<file path="src/rtl/patch_assembler.sv">
// patch_assembler: packs a raster stream of signed pixels into flat 8x8 patch
// vectors for the convolution stage. A pixel is accepted on s_vld && s_ready.
// A tile is emitted on its last pixel, on s_last, or on flush, and is
// zero-padded above the last written slot. Sticky flags record tiles that end
// early (s_last too soon) or run long (64th pixel without s_last).
module patch_assembler #(
    parameter int FMS_PATCH_SIZE   = 8,
    parameter int INFMS_DATA_WIDTH = 8,
    parameter int TILE_CNT_WIDTH   = 16
) (
    input  logic                                                    clk,
    input  logic                                                    rst_n,
    input  logic [INFMS_DATA_WIDTH-1:0]                             s_pix,
    input  logic                                                    s_vld,
    input  logic                                                    s_last,
    output logic                                                    s_ready,
    input  logic                                                    flush,
    output logic [FMS_PATCH_SIZE*FMS_PATCH_SIZE*INFMS_DATA_WIDTH-1:0] in_fm,
    output logic                                                    infms_data_vld,
    output logic [TILE_CNT_WIDTH-1:0]                               tile_cnt,
    output logic                                                    err_short,
    output logic                                                    err_long,
    input  logic                                                    err_clr
);

    localparam int PATCH_PIX = FMS_PATCH_SIZE * FMS_PATCH_SIZE;
    localparam int PIX_W     = INFMS_DATA_WIDTH;
    localparam int VEC_W     = PATCH_PIX * PIX_W;
    localparam int IDX_W     = $clog2(PATCH_PIX);

    localparam logic [IDX_W-1:0]          IDX_LAST = IDX_W'(PATCH_PIX - 1);
    localparam logic [IDX_W-1:0]          IDX_ONE  = IDX_W'(1);
    localparam logic [TILE_CNT_WIDTH-1:0] CNT_ONE  = TILE_CNT_WIDTH'(1);

    logic                      s_ready_r;
    logic [IDX_W-1:0]          pix_idx_r;
    logic [VEC_W-1:0]          fill_r;
    logic [VEC_W-1:0]          in_fm_r;
    logic                      data_vld_r;
    logic [TILE_CNT_WIDTH-1:0] tile_cnt_r;
    logic                      err_short_r;
    logic                      err_long_r;

    logic                      accept_s;
    logic                      last_slot_s;
    logic                      emit_s;
    logic                      set_short_s;
    logic                      set_long_s;
    logic [VEC_W-1:0]          patch_s;

    // Accept / emit / error-set decisions for the current cycle.
    always_comb begin
        accept_s    = s_vld & s_ready_r;
        last_slot_s = (pix_idx_r == IDX_LAST);
        if (accept_s) begin
            // flush together with a pixel behaves like s_last, minus the error
            emit_s = last_slot_s | s_last | flush;
        end else begin
            emit_s = flush & (pix_idx_r != {IDX_W{1'b0}});
        end
        set_short_s = accept_s & s_last & ~last_slot_s;
        set_long_s  = accept_s & last_slot_s & ~s_last;
    end

    // Patch to publish: stored slots below the index, the live pixel at the
    // index when accepting, zero above. Stale buffer contents never leak out.
    always_comb begin
        patch_s = '0;
        for (int k = 0; k < PATCH_PIX; k++) begin
            if (k < int'(pix_idx_r)) begin
                patch_s[k*PIX_W +: PIX_W] = fill_r[k*PIX_W +: PIX_W];
            end else if ((k == int'(pix_idx_r)) && accept_s) begin
                patch_s[k*PIX_W +: PIX_W] = s_pix;
            end else begin
                patch_s[k*PIX_W +: PIX_W] = '0;
            end
        end
    end

    // Ready comes up one clock after reset release and then stays high.
    always_ff @(posedge clk or negedge rst_n) begin
        if (!rst_n) begin
            s_ready_r <= 1'b0;
        end else begin
            s_ready_r <= 1'b1;
        end
    end

    // Fill index and fill buffer; an emit restarts the tile at slot 0.
    always_ff @(posedge clk or negedge rst_n) begin
        if (!rst_n) begin
            pix_idx_r <= '0;
            fill_r    <= '0;
        end else if (emit_s) begin
            pix_idx_r <= '0;
        end else if (accept_s) begin
            pix_idx_r                       <= pix_idx_r + IDX_ONE;
            fill_r[pix_idx_r*PIX_W +: PIX_W] <= s_pix;
        end else begin
            pix_idx_r <= pix_idx_r;
        end
    end

    // Published patch, one-cycle strobe and wrapping tile counter.
    always_ff @(posedge clk or negedge rst_n) begin
        if (!rst_n) begin
            in_fm_r    <= '0;
            data_vld_r <= 1'b0;
            tile_cnt_r <= '0;
        end else begin
            data_vld_r <= emit_s;
            if (emit_s) begin
                in_fm_r    <= patch_s;
                tile_cnt_r <= tile_cnt_r + CNT_ONE;
            end else begin
                in_fm_r    <= in_fm_r;
                tile_cnt_r <= tile_cnt_r;
            end
        end
    end

    // Sticky error flags; a new error wins over a simultaneous clear.
    always_ff @(posedge clk or negedge rst_n) begin
        if (!rst_n) begin
            err_short_r <= 1'b0;
            err_long_r  <= 1'b0;
        end else begin
            err_short_r <= (err_short_r & ~err_clr) | set_short_s;
            err_long_r  <= (err_long_r & ~err_clr) | set_long_s;
        end
    end

    assign s_ready        = s_ready_r;
    assign in_fm          = in_fm_r;
    assign infms_data_vld = data_vld_r;
    assign tile_cnt       = tile_cnt_r;
    assign err_short      = err_short_r;
    assign err_long       = err_long_r;

endmodule

</file>
<file path="config.mk">
export PLATFORM = sky130hd
export DESIGN_NAME = patch_assembler
export DESIGN_NICKNAME = d
export VERILOG_FILES = /design/src/rtl/patch_assembler.sv
export SDC_FILE = /design/constraint.sdc
export NUM_CORES = 2
export LEC_CHECK = 0
export BUFFER_PORTS_ARGS = -buffer_cell sky130_fd_sc_hd__buf_4
export CAP_MARGIN = 5
export CORE_ASPECT_RATIO = 1.75
export CORE_MARGIN = 3
export CORE_UTILIZATION = 40
export DETAILED_ROUTE_END_ITERATION = 10
export PLACE_DENSITY = 0.59
export SLEW_MARGIN = 20
export SYNTH_ARGS = -nofsm -noshare
export SYNTH_HDL_FRONTEND = slang
export SYNTH_SLANG_ARGS = --single-unit
</file>
<file path="constraint.sdc">
create_clock -name clk -period 7.3 [get_ports clk]
set_input_delay 1.095 -clock clk [delete_from_list [all_inputs] [get_ports clk]]
set_output_delay 1.095 -clock clk [all_outputs]
set_load 0.05 [all_outputs]
</file>
### After elaboration in Yosys (flattened, before gate mapping)

Index checks and enable logic that the tools add are counted.

* register bits after elaboration: 1050
* bits in latches: 0
* RAM bits: 0
* bits in read-only memories: 0
* bits of input ports: 14
* output and inout port bits: 532
* logic and storage cells: 355
* memories: 0

* add/sub/neg operators: 3
* $mul: 0
* div/mod/pow operators: 0
* order comparisons: 63
* equal/unequal tests: 64
* shift-type cells: 2
* mux-type cells: 131
* bitwise logic cells: 16
* reductions and logical operators: 68

Operators with widths (number)
* 2-to-1 mux 8 bit: 127
* bitwise mux 512 bit: 1
* variable shift 8 x 34 -> 512 bit (first input constant): 1
* indexed part select 8 x 34 -> 512 bit: 1
* == test 6 bit (first input constant): 32
* < comparator 6 bit (first input constant): 31
* == test 5 x 6 -> 1 bit (first input constant): 16
* < comparator 5 x 6 -> 1 bit (first input constant): 16
* logical AND 1 bit: 64
* == test 4 x 6 -> 1 bit (first input constant): 8
* < comparator 4 x 6 -> 1 bit (first input constant): 8
* negation 9 -> 34 bit: 1
* == test 3 x 6 -> 1 bit (first input constant): 4
* < comparator 3 x 6 -> 1 bit (first input constant): 4
* adder 16 x 1 -> 16 bit (second input constant): 1
* == test 2 x 6 -> 1 bit (first input constant): 2
* < comparator 1 x 6 -> 1 bit (first input constant): 2
* < comparator 2 x 6 -> 1 bit (first input constant): 2
* 2-to-1 mux 6 bit: 2
* AND 1 bit: 8
* adder 6 x 1 -> 6 bit (second input constant): 1
* == test 1 x 6 -> 1 bit (first input constant): 1
* == test 6 bit (second input constant): 1
* zero test 6 bit: 1
* 6 further kinds: 12

### Logic depth before layout (Yosys ltp)

* word-level depth: 6
* mapped depth: 14
* mapped depth without buffers: 9

### Least setup slack after synthesis

No wires, ideal clock.

* kind: reg2reg
* start: reg pix_idx_r[3]
* end: reg fill_r[238]
* setup time: 0.096 ns
* arrival: 2.986 ns
* required time: 7.204 ns
* setup slack: 4.218 ns
* stages on the path, launching flop included: 13
* path buffers: 7
* period minus slack after synthesis: 3.082 ns
* path through: dfrtp_1 -> buf_4 -> buf_2 -> buf_2 -> nor2_1 -> and3_1 -> ha_1 -> clkbuf_1 -> clkbuf_1 -> nand3_1 -> clkbuf_1 -> clkbuf_1 -> o31ai_1

* word-level cells in the longest chain between the ends: 6
* elaborated cells on any way between the ends: 12
* those cells by class: add/sub (1); eq/ne (1); shift (2); mux (2); bitwise (4); reduce/logical (2)

Ends and longest elaborated chain
* start, declared: line 36 `logic [IDX_W-1:0] pix_idx_r;`
* start signal, assigned: line 97 `pix_idx_r <= pix_idx_r + IDX_ONE;`
* start signal, assigned: line 100 `pix_idx_r <= pix_idx_r;`
* branches (longest 6 deep; another with negation 9 -> 34 bit)
* end signal, assigned by index: line 98 `fill_r[pix_idx_r*PIX_W +: PIX_W] <= s_pix;`
* end, declared: line 37 `logic [VEC_W-1:0] fill_r;`

Several ways; the timed one is not identified.
A chain may end at the register's enable or synchronous reset.

### Final worst setup path

* start: reg pix_idx_r[1]
* end: reg fill_r[399]

The elaborated chain is that of the path after synthesis.

==> impl_metrics.xml <==
<?xml version="1.0" encoding="UTF-8"?>
<metrics>
  <group name="routing">
    <metric name="route.antenna.remaining_nets" unit="">0</metric>
    <metric name="drt-pass1-iter-count" unit="">8</metric>
    <metric name="initialDrtViolationCount" unit="">4999</metric>
    <metric name="drt_drc_violations_left" unit="">0</metric>
    <metric name="wire_per_inst" unit="microns">31.9</metric>
    <metric name="routed-via-count" unit="">40800</metric>
    <metric name="viasPerCell" unit="">6.32</metric>
    <metric name="wl_met2" unit="microns">91900</metric>
    <metric name="total_routed_wirelength" unit="microns">206000</metric>
    <metric name="met1_length" unit="microns">77100</metric>
    <metric name="detail_route_met3_wl" unit="microns">19600</metric>
    <metric name="highest_layer" unit="">met5</metric>
  </group>
  <group name="global_routing">
    <metric name="grt_pass1_wl" unit="microns">291000</metric>
    <metric name="grt_start_max_net_pins" unit="">248</metric>
    <metric name="initial_antenna_violation_count" unit="">9</metric>
    <metric name="gr-total-overflow" unit="">0</metric>
    <metric name="first_global_vias" unit="">39700</metric>
    <metric name="track_usage" unit="%">34.0</metric>
  </group>
  <group name="clocking">
    <metric name="cts_post_setup_buffers_inserted" unit="">0</metric>
    <metric name="clock_sink_count" unit="">1042</metric>
    <metric name="post_cts_hold_buffer_count" unit="">0</metric>
    <metric name="clk_root_buffer_cell" unit="">sky130_fd_sc_hd__clkbuf_16</metric>
    <metric name="clk_transition_reported_paths" unit="ns">0.07</metric>
    <metric name="insertion_delay" unit="ns">0.74</metric>
    <metric name="max-clock-path-buffers" unit="">3</metric>
    <metric name="cts.htree.levels" unit="">3</metric>
    <metric name="tritoncts" unit="">yes</metric>
    <metric name="cts_buf_count" unit="">98</metric>
    <metric name="post_cts_resized" unit="">0</metric>
  </group>
  <group name="logic_synthesis">
    <metric name="post_synth_fa_ha_maj_area_fraction" unit="%">0.164</metric>
    <metric name="synth_simple_gate_area_share" unit="%">10.6</metric>
    <metric name="yosysTopAreaCell" unit="">sky130_fd_sc_hd__dfrtp_1</metric>
    <metric name="post_synth_main_area_contributors" unit="">sky130_fd_sc_hd__dfrtp_1, sky130_fd_sc_hd__a22oi_1, sky130_fd_sc_hd__a21oi_1, sky130_fd_sc_hd__nor2_1, sky130_fd_sc_hd__o21ai_0</metric>
    <metric name="yosys.area_share.xor_xnor" unit="%">0.553</metric>
    <metric name="synthesis.nets" unit="">4591</metric>
    <metric name="most_used_standard_cells_in_the_synthesized_netlist" unit="">sky130_fd_sc_hd__dfrtp_1, sky130_fd_sc_hd__nor2_1, sky130_fd_sc_hd__a21oi_1</metric>
    <metric name="synth_seq_cells" unit="">1042</metric>
    <metric name="synthesis.instances" unit="">4571</metric>
    <metric name="synth-seq-area-share" unit="%">56.8</metric>
    <metric name="yosys_warnings" unit="">0</metric>
    <metric name="yosys.cell_count.top_type" unit="">sky130_fd_sc_hd__dfrtp_1</metric>
    <metric name="synth.top_cell.area_share" unit="%">56.8</metric>
    <metric name="compound_cell_area_share_of_the_yosys_netlist" unit="%">25.1</metric>
    <metric name="post_synth_mux_area_share" unit="%">2.74</metric>
    <metric name="synth_edf_count" unit="">0</metric>
    <metric name="synth_top_family_by_area" unit="">compound AO/OA/AOI/OAI gates</metric>
    <metric name="synth_async_sr_flop_share" unit="%">100</metric>
    <metric name="synthesis.area_per_instance" unit="sq um">10.0</metric>
    <metric name="ys.flop_type" unit="">sky130_fd_sc_hd__dfrtp_1</metric>
    <metric name="yosysUniqueCellTypes" unit="">78</metric>
    <metric name="mappedNetlistArea" unit="sq um">45900</metric>
  </group>
  <group name="worst_setup_path">
    <metric name="reg2reg_setup_slack" unit="ns">2.20</metric>
    <metric name="rr_startpoint" unit="">pix_idx_r[1]</metric>
    <metric name="worstSetupEndpointType" unit="">register</metric>
    <metric name="worst-path-max-fanout" unit="">44</metric>
    <metric name="crit_required" unit="ns">7.91</metric>
    <metric name="reg2regPathDepth" unit="">7</metric>
    <metric name="worst_path_largest_cell_delay" unit="ns">0.96</metric>
    <metric name="crit_type" unit="">reg -&gt; reg</metric>
    <metric name="arrival" unit="ns">5.72</metric>
    <metric name="crit_path_top_delay_cell" unit="">sky130_fd_sc_hd__nand3_2</metric>
    <metric name="crit_chain" unit="">inv_1 &gt; ha_1 &gt; o21ba_2 &gt; o21ba_1 &gt; nand3_2 &gt; nor2_2 &gt; mux2_2</metric>
    <metric name="critical_path.reg2reg.endpoint" unit="">fill_r[399]</metric>
    <metric name="setup_crit_start_kind" unit="">register</metric>
  </group>
  <group name="cells_and_area">
    <metric name="final_layout_size_suffix_gt1_share" unit="%">19.6</metric>
    <metric name="area.growth.synth_to_final" unit="%">19.3</metric>
    <metric name="final_net_count" unit="">4909</metric>
    <metric name="filler_cell_count" unit="">10900</metric>
    <metric name="final_cell_count_no_fill" unit="">6461</metric>
  </group>
  <group name="sta">
    <metric name="final_period_minus_worst_setup_slack" unit="ns">5.10</metric>
    <metric name="final.setup_skew" unit="ns">0.0481</metric>
    <metric name="slew-limit-headroom" unit="%">16.2</metric>
    <metric name="post-route-period-util" unit="%">69.9</metric>
    <metric name="hold_viol_final" unit="">0</metric>
    <metric name="worstMarginPinSlew" unit="ns">1.25</metric>
    <metric name="setup_violations" unit="">0</metric>
    <metric name="final-max-slew-violation-count" unit="">0</metric>
    <metric name="rsz0062_at_grt" unit="">no</metric>
    <metric name="fmax" unit="GHz">0.196</metric>
    <metric name="finalSetupTns" unit="ns">0</metric>
  </group>
  <group name="run_status">
    <metric name="status" unit="">complete, no violations</metric>
  </group>
  <group name="pwr">
    <metric name="p_leak" unit="nW">23.1</metric>
    <metric name="irDropWorstVdd" unit="uV">233</metric>
    <metric name="power-per-cell-area" unit="nW/um^2">337</metric>
  </group>
  <group name="floorplan">
    <metric name="die_height" unit="microns">454</metric>
    <metric name="initial_utilization" unit="%">40.5</metric>
    <metric name="std_cell_rows" unit="">163</metric>
    <metric name="num_io_pins" unit="">546</metric>
    <metric name="die-area" unit="sq um">119000</metric>
    <metric name="design.core.area" unit="sq um">113000</metric>
    <metric name="die_width" unit="microns">262</metric>
  </group>
  <group name="placed_design">
    <metric name="dpl.hpwl" unit="microns">142000</metric>
    <metric name="placed_cells" unit="">6274</metric>
    <metric name="place_congestion" unit="">1.07</metric>
    <metric name="place.port_buffers" unit="">545</metric>
  </group>
  <group name="job">
    <metric name="timing.max_cap.violations" unit="">0</metric>
  </group>
  <group name="min_path">
    <metric name="hold_path.class" unit="">in -&gt; async</metric>
  </group>
</metrics>
-- worst max-delay path, delay by kind of cell, from the launching register on --
kind	cells	cell delay [ns]
buf+inv	1	0.37
fa+ha+maj	1	0.57
mux	1	0.41
simple gates	2	1.75
compound gates	2	0.95
flops	1	0.90
-- worst max path at each step --
stage / slack, ns / end / startpoint / cells past startpoint
finish: 2.20 / fill_r[399] / pix_idx_r[1] / 7
global route: 2.18 / in_fm[17] / pix_idx_r[1] / 10
CTS: 2.44 / fill_r[399] / pix_idx_r[1] / 6
detailed placement: 2.46 / fill_r[396] / pix_idx_r[1] / 6
global placement: 2.68 / fill_r[396] / pix_idx_r[1] / 7
floorplan: 4.22 / fill_r[238] / pix_idx_r[3] / 12
-- routing by layer --
metal | vias up | GRT usage (%)
met5 | - | 0
met4 | 2 | 24.6
met3 | 624 | 7.81
met2 | 2415 | 51.3
met1 | 20400 | 42.8
li1 | 17400 | -
-- kinds of logic after synthesis --
| logic type | count (synthesis) |
|---|---|
| DFF | 1042 |
| buffers and inverters | 440 |
| AOI/OAI and AO/OA | 1850 |
| adders and majority gates | 6 |
| and+or+nand+nor | 1093 |
| xor gates and xnor gates | 26 |
| other | 1 |
| muxes | 113 |
-- where the power goes --
| part | total [mW] | leakage [nW] | internal, mW | switching (mW) |
|---|---|---|---|---|
| logic | 5.48 | 7.80 | 1.37 | 4.12 |
| registers | 7.04 | 13.6 | 6.51 | 0.537 |
| clock network | 5.93 | 1.78 | 3.51 | 2.43 |
-- per-stage QoR --
step / cell area [sq um] / setup WS, ns / hold WS (ns) / utilization, % / total power, mW
after floorplan: 45900 / 4.22 / 0.450 / - / 10.6
after global placement: 51000 / 2.68 / 0.462 / 45.0 / 12.6
after detailed placement: 51000 / 2.46 / 0.468 / 45.0 / 12.6
after CTS: 54700 / 2.44 / 0.387 / 48.2 / 18.5
after global routing: 54800 / 2.18 / 0.418 / 48.3 / 19.1
final: 54800 / 2.20 / 0.358 / 48.3 / 18.5
-- layout by cell type, fill, tap and decap left out, types with 16 or more instances in the layout --
| master | n |
|---|---|
| sky130_fd_sc_hd__nand2b_1 | 16 |
| sky130_fd_sc_hd__nor3_1 | 71 |
| sky130_fd_sc_hd__bufinv_16 | 25 |
| sky130_fd_sc_hd__and3_1 | 31 |
| sky130_fd_sc_hd__o31ai_1 | 294 |
| sky130_fd_sc_hd__dfrtp_1 | 1042 |
| sky130_fd_sc_hd__clkinv_2 | 16 |
| sky130_fd_sc_hd__a31oi_1 | 23 |
| sky130_fd_sc_hd__xnor2_1 | 21 |
| sky130_fd_sc_hd__clkbuf_16 | 101 |
| sky130_fd_sc_hd__nand3_1 | 75 |
| sky130_fd_sc_hd__o21ai_0 | 452 |
| sky130_fd_sc_hd__nand2_1 | 137 |
| sky130_fd_sc_hd__nand3_2 | 19 |
| sky130_fd_sc_hd__o41ai_1 | 40 |
| sky130_fd_sc_hd__buf_4 | 627 |
| sky130_fd_sc_hd__mux2_2 | 94 |
| sky130_fd_sc_hd__a21oi_1 | 529 |
| sky130_fd_sc_hd__nor2_1 | 610 |
| sky130_fd_sc_hd__or2_0 | 19 |
| sky130_fd_sc_hd__a22oi_1 | 444 |
| sky130_fd_sc_hd__nand4_1 | 23 |
-- sequential cells by signal (all words and copies together), names as in the netlist --
name,flops
err_short,1
tile_cnt,16
infms_data_vld,1
s_ready,1
fill_r,504
in_fm,512
pix_idx_r,6
err_long,1
-- cell type report --
| type | instances | area [sq um] | area share, % |
|---|---|---|---|
| Antenna cell | 7 | 17.5 | 0.0320 |
| Clock buffer | 122 | 2690 | 4.90 |
| Clock inverter | 58 | 971 | 1.77 |
| Inverter | 18 | 75.1 | 0.137 |
| Multi-Input combinational cell | 3089 | 18100 | 33.1 |
| Sequential cell | 1042 | 26100 | 47.6 |
| Tap cell | 1485 | 1860 | 3.39 |
| Timing Repair Buffer | 640 | 4960 | 9.06 |
(Power assumes the default switching activity.)
